**config.mk**
```make
export PLATFORM = sky130hd
export DESIGN_NAME = spc_param
export DESIGN_NICKNAME = d
export VERILOG_FILES = /design/src/rtl/qam_pkg.sv /design/src/rtl/spc_out_reg.sv /design/src/rtl/spc_param.sv
export SDC_FILE = /design/constraint.sdc
export NUM_CORES = 1
export LEC_CHECK = 0
export ABC_AREA = 1
export ABC_CLOCK_PERIOD_IN_PS = 4090
export BUFFER_PORTS_ARGS = -buffer_cell sky130_fd_sc_hd__buf_2
export CAP_MARGIN = 10
export CORE_AREA = 2 2 53 55
export DETAILED_ROUTE_END_ITERATION = 8
export DIE_AREA = 0 0 55 57
export PLACE_DENSITY = 0.71
export SYNTH_ARGS = -nofsm -noshare
export SYNTH_HDL_FRONTEND = slang
export SYNTH_SLANG_ARGS = --single-unit
export TNS_END_PERCENT = 100
```
**constraint.sdc**
```tcl
create_clock -name clk -period 4.09 [get_ports clk]
set_input_delay 0.2045 -clock clk [delete_from_list [all_inputs] [get_ports clk]]
set_output_delay 0.2045 -clock clk [all_outputs]
set_load 0.05 [all_outputs]
```
**src/rtl/qam_pkg.sv**
```systemverilog
// Shared QAM transmitter definitions: modulation widths and bps clamp.
package qam_pkg;

    localparam int BPS_BPSK     = 1;
    localparam int BPS_QPSK     = 2;
    localparam int BPS_16QAM    = 4;
    localparam int BPS_64QAM    = 6;
    localparam int MAX_BITS_DEF = 6;

    function automatic int unsigned clamp_bps(
        input int unsigned bps,
        input int unsigned max_bits
    );
        if (bps == 0) return 1;
        else if (bps > max_bits) return max_bits;
        else return bps;
    endfunction

endpackage

```
**src/rtl/spc_out_reg.sv**
```systemverilog
// Single-entry valid/ready holding register for completed symbols.
module spc_out_reg
    import qam_pkg::*;
#(
    parameter int W = MAX_BITS_DEF
) (
    input  logic         clk,
    input  logic         rst,
    input  logic         load,
    input  logic [W-1:0] din,
    input  logic         ready,
    output logic [W-1:0] dout,
    output logic         valid
);

    always_ff @(posedge clk) begin
        if (rst) begin
            dout  <= '0;
            valid <= 1'b0;
        end else if (load) begin
            dout  <= din;
            valid <= 1'b1;
        end else if (valid && ready) begin
            valid <= 1'b0;
        end
    end

endmodule

```
**src/rtl/spc_param.sv**
```systemverilog
// Parametrised serial-to-parallel converter, 1..MAX_BITS bits per symbol.
// Define SPC_BITREV_EN to add the msb_first bit-order select port.
module spc_param
    import qam_pkg::*;
#(
    parameter int MAX_BITS = MAX_BITS_DEF,
    parameter int BPS_W    = 3
) (
    input  logic                clk,
    input  logic                rst,
    input  logic                en,
    input  logic                Din,
    output logic                in_ready,
    input  logic [BPS_W-1:0]    bps,
    input  logic                flush,
`ifdef SPC_BITREV_EN
    input  logic                msb_first,
`endif
    output logic [MAX_BITS-1:0] sym_out,
    output logic                sym_valid,
    input  logic                sym_ready
);

    logic [MAX_BITS-1:0] shift;
    logic [MAX_BITS-1:0] shift_nxt;
    logic [MAX_BITS-1:0] mask;
    logic [BPS_W-1:0]    count;
    logic [BPS_W-1:0]    lat_bps;
    logic [BPS_W-1:0]    eff_bps;
    logic                first;
    logic                last;
    logic                accept;
    logic                done;
    logic                eff_msb;
`ifdef SPC_BITREV_EN
    logic                lat_msb;
`endif

    // On the first bit the live bps applies, so refusal covers 1-bit symbols too
    always_comb begin
        first    = (count == '0);
        eff_bps  = first ? BPS_W'(clamp_bps(32'(bps), MAX_BITS)) : lat_bps;
        last     = (count == eff_bps - BPS_W'(1));
        in_ready = rst || !(sym_valid && !sym_ready && last);
        accept   = en && in_ready && !flush;
        done     = accept && last;
        mask     = MAX_BITS'((32'd1 << eff_bps) - 32'd1);
`ifdef SPC_BITREV_EN
        eff_msb  = first ? msb_first : lat_msb;
`else
        eff_msb  = 1'b1;
`endif
        if (eff_msb)
            shift_nxt = ((shift << 1) | MAX_BITS'(Din)) & mask;
        else
            shift_nxt = shift | (MAX_BITS'(Din) << count);
    end

    always_ff @(posedge clk) begin
        if (rst) begin
            shift   <= '0;
            count   <= '0;
            lat_bps <= BPS_W'(1);
`ifdef SPC_BITREV_EN
            lat_msb <= 1'b1;
`endif
        end else if (flush) begin
            shift <= '0;
            count <= '0;
        end else if (accept) begin
            if (first) begin
                lat_bps <= eff_bps;
`ifdef SPC_BITREV_EN
                lat_msb <= eff_msb;
`endif
            end
            if (done) begin
                shift <= '0;
                count <= '0;
            end else begin
                shift <= shift_nxt;
                count <= count + BPS_W'(1);
            end
        end
    end

    spc_out_reg #(
        .W(MAX_BITS)
    ) u_out (
        .clk  (clk),
        .rst  (rst),
        .load (done),
        .din  (shift_nxt),
        .ready(sym_ready),
        .dout (sym_out),
        .valid(sym_valid)
    );

endmodule

```
==> results.cfg <==
[clock_tree]
post_cts_resized = 0
clk_latency_ns = 0.30
cts_root_buffer = clkbuf_4
tritoncts = yes
cts_max_level = 1
hold_buffers = 0
clockBufferDepth = 2
cts_sinks = 18
cts_buffers = 3
clk_pin_slew_ns = 0.10
cts_setup_buffers = 0

[yosys]
synthMostInstantiatedCell = nand2_1
syn-num-nets = 189
netlist_instances = 172
synth_edf_count = 0
avgSynthCellArea_um2 = 6.612
seq_area_frac_synth = 0.3168
yosys.area.top_type = dfxtp_1
synth_flop_cell = dfxtp_1
synth_common_cells = nand2_1, inv_1, dfxtp_1, nor2_1, nand3_1
yosysTopAreaCellShare = 0.3168
ys_seq_elements = 18
ys_top_cells_by_area = dfxtp_1, nand2_1, inv_1
async_reset_ff_frac = 0
yosysWarningCount = 0
synth.distinct_cells = 22
syn_area_um2 = 1137

[min_path]
min_path_type = input pin to flip-flop

[sta]
fin_ws_ns = 1.225
worst_pin_slew_ns = 0.3634
skew_ns = 0.006741
fmax_mhz = 349.1
fin_crit_sh = 0.7005
finalSetupTns_ns = 0
hold_violations = 0
rsz0062_at_grt = false
slew_headroom = 0.7575
fin_crit_ns = 2.865
setup-violations-final = 0
drv_slew = 0

[cells_and_area]
instances_no_fill = 222
layout-drive-gt1-share = 0.1832
num-nets-final = 209
antenna_cells = 0
regArea_um2 = 360.3
area_growth_pct = 12.65
multi_input_area_um2 = 653.1
nFillCells = 280

[routing]
vias = 1074
wire_per_inst_um = 10.23
drt-initial-drc-count = 26
routed_via_density = 4.838
routed_wl_mm = 2.270
drc = 0
first_pass_iters = 4
postRouteAntennaNets = 0

[worst_setup_path]
slowest_stage = dfxtp_1
crit_chain = inv_1 -> ha_1 -> nand2_4 -> nor2_1 -> a21oi_1 -> inv_1 -> ha_1 -> inv_1 -> nand2_1 -> nand2_1 -> nand3_1 -> nand2_2 -> nand2_2 -> nor2_4 -> nand2_4 -> buf_2
setup.worst_path.class = flip-flop to output pin
cpPeakStageDelay_ns = 0.40
r2r_end = u_out.dout[2]$_SDFFE_PP0P_
critPathCaptureType = output pin
cp.depth = 16
rr_worst_depth = 18
worstSetupStartpoint = count[0]$_SDFFE_PP0P_
cp_max_fo = 8
critPathRequiredTime_ns = 3.89
r2r_setup_slack_ns = 1.46
crit_end = in_ready
cp.arrival_ns = 2.66
worstSetupStartpointType = flip-flop
crit_buf_inv = 4
crit_family = simple AND/OR/NAND/NOR gates
reg2reg_from = count[0]$_SDFFE_PP0P_
path_common_cell = inv_1

[global_routing]
grt_pass1_vias = 930
groute.usage.overall = 0.1650
antenna_found_initial = 0
grt-ovfl-total = 0
grt_start_max_net_pins = 12
grt_first_pass_wirelength_mm = 3.815

[placed_design]
place_ws_ns = 1.478
dp_cells = 218
place_congestion = 0.8406
io_buffers = 16
dp_hpwl_mm = 1.828

[pwr]
power_mw = 0.3918
p_per_area_nw_per_um2 = 305.8
leakagePower_nw = 0.6836
ir_drop_uv = 233.7

[floorplanning]
rows = 19
die-area_um2 = 3135
core_area_um2 = 2615
die_w_um = 55
initial_core_util = 0.4349
io_pins = 17
die_y_um = 57

[run]
maxCapViolations = 0

[outcome]
status = completed
==> worst reg2reg max path, delay by kind of cell (launching register included) <==
| kind | cells | cell delay [ns] |
|---|---|---|
| AOI/OAI and AO/OA | 2 | 0.36 |
| buffers and inverters | 4 | 0.42 |
| and+or+nand+nor | 10 | 0.89 |
| DFF | 1 | 0.40 |
| adders and majority gates | 2 | 0.47 |
==> worst min-delay path by stage <==
stage	start	endpoint	slack, ns	cells after the start
6_report	rst	u_out.dout[1]$_SDFFE_PP0P_	0.12	2
5_1_grt	rst	u_out.dout[4]$_SDFFE_PP0P_	0.14	2
4_1_cts	rst	u_out.dout[1]$_SDFFE_PP0P_	0.12	2
3_5_place_dp	rst	u_out.dout[1]$_SDFFE_PP0P_	0.45	2
3_3_place_gp	lat_bps[0]$_SDFFE_PP1P_	lat_bps[0]$_SDFFE_PP1P_	0.44	2
2_1_floorplan	rst	u_out.dout[0]$_SDFFE_PP0P_	0.27	1
==> state kept, by name, indices dropped and copies added, names as in the netlist <==
register	cells
count	3
lat_bps	3
shift	5
u_out.dout	6
u_out.valid	1
==> stage by stage <==
stage	instance area, µm²	hold slack (ns)	util
2_1_floorplan	1137	0.2736	-
3_3_place_gp	1245	0.4422	0.4761
3_5_place_dp	1245	0.4450	0.4761
4_1_cts	1281	0.1231	0.4900
5_1_grt	1281	0.1398	0.4900
6_report	1281	0.1247	0.4900
==> cell families (layout without fill, tap and decap cells) <==
logic type / Yosys count / after routing / share of synthesized area
fa+ha+maj: 8 / 8 / 0.08801
xor+xnor: 2 / 2 / 0.01540
simple gates: 97 / 97 / 0.3949
flops: 18 / 18 / 0.3168
compound gates: 16 / 16 / 0.07591
buf+inv: 31 / 50 / 0.1089
==> power breakdown <==
group / internal (mW) / total [mW] / switching (mW)
logic: 0.0321 / 0.0964 / 0.0643
registers: 0.181 / 0.184 / 0.00258
clock network: 0.0544 / 0.112 / 0.0574
==> cell usage in the layout, fill, tap and decap left out <==
master / count
a21oi_1: 9
a21oi_2: 1
buf_2: 16
clkbuf_4: 3
clkbuf_8: 1
dfxtp_1: 18
ha_1: 8
inv_1: 28
inv_2: 2
nand2_1: 48
nand2_2: 5
nand2_4: 3
nand3_1: 14
nand3_2: 1
nand4_1: 5
nor2_1: 17
nor2_2: 2
nor2_4: 1
nor3_1: 1
o21ai_0: 4
o21ai_1: 1
o21bai_1: 1
xnor2_1: 1
xor2_1: 1
==> cell type report <==
class | count | area share
Multi-Input combinational cell | 123 | 0.5098
Inverter | 30 | 0.08789
Timing Repair Buffer | 16 | 0.06250
Tap cell | 31 | 0.03027
Sequential cell | 18 | 0.2813
Clock buffer | 4 | 0.02832
==> routing by layer <==
layer / share of wire / vias up / global-route usage
li1: - / 572 / -
met3: 0.027 / 5 / 0.01832
met1: 0.51 / 480 / 0.2368
met4: 0.024 / 0 / 0.08362
met2: 0.44 / 17 / 0.2415
met5: 0 / - / 0
(Power assumes the default switching activity.)
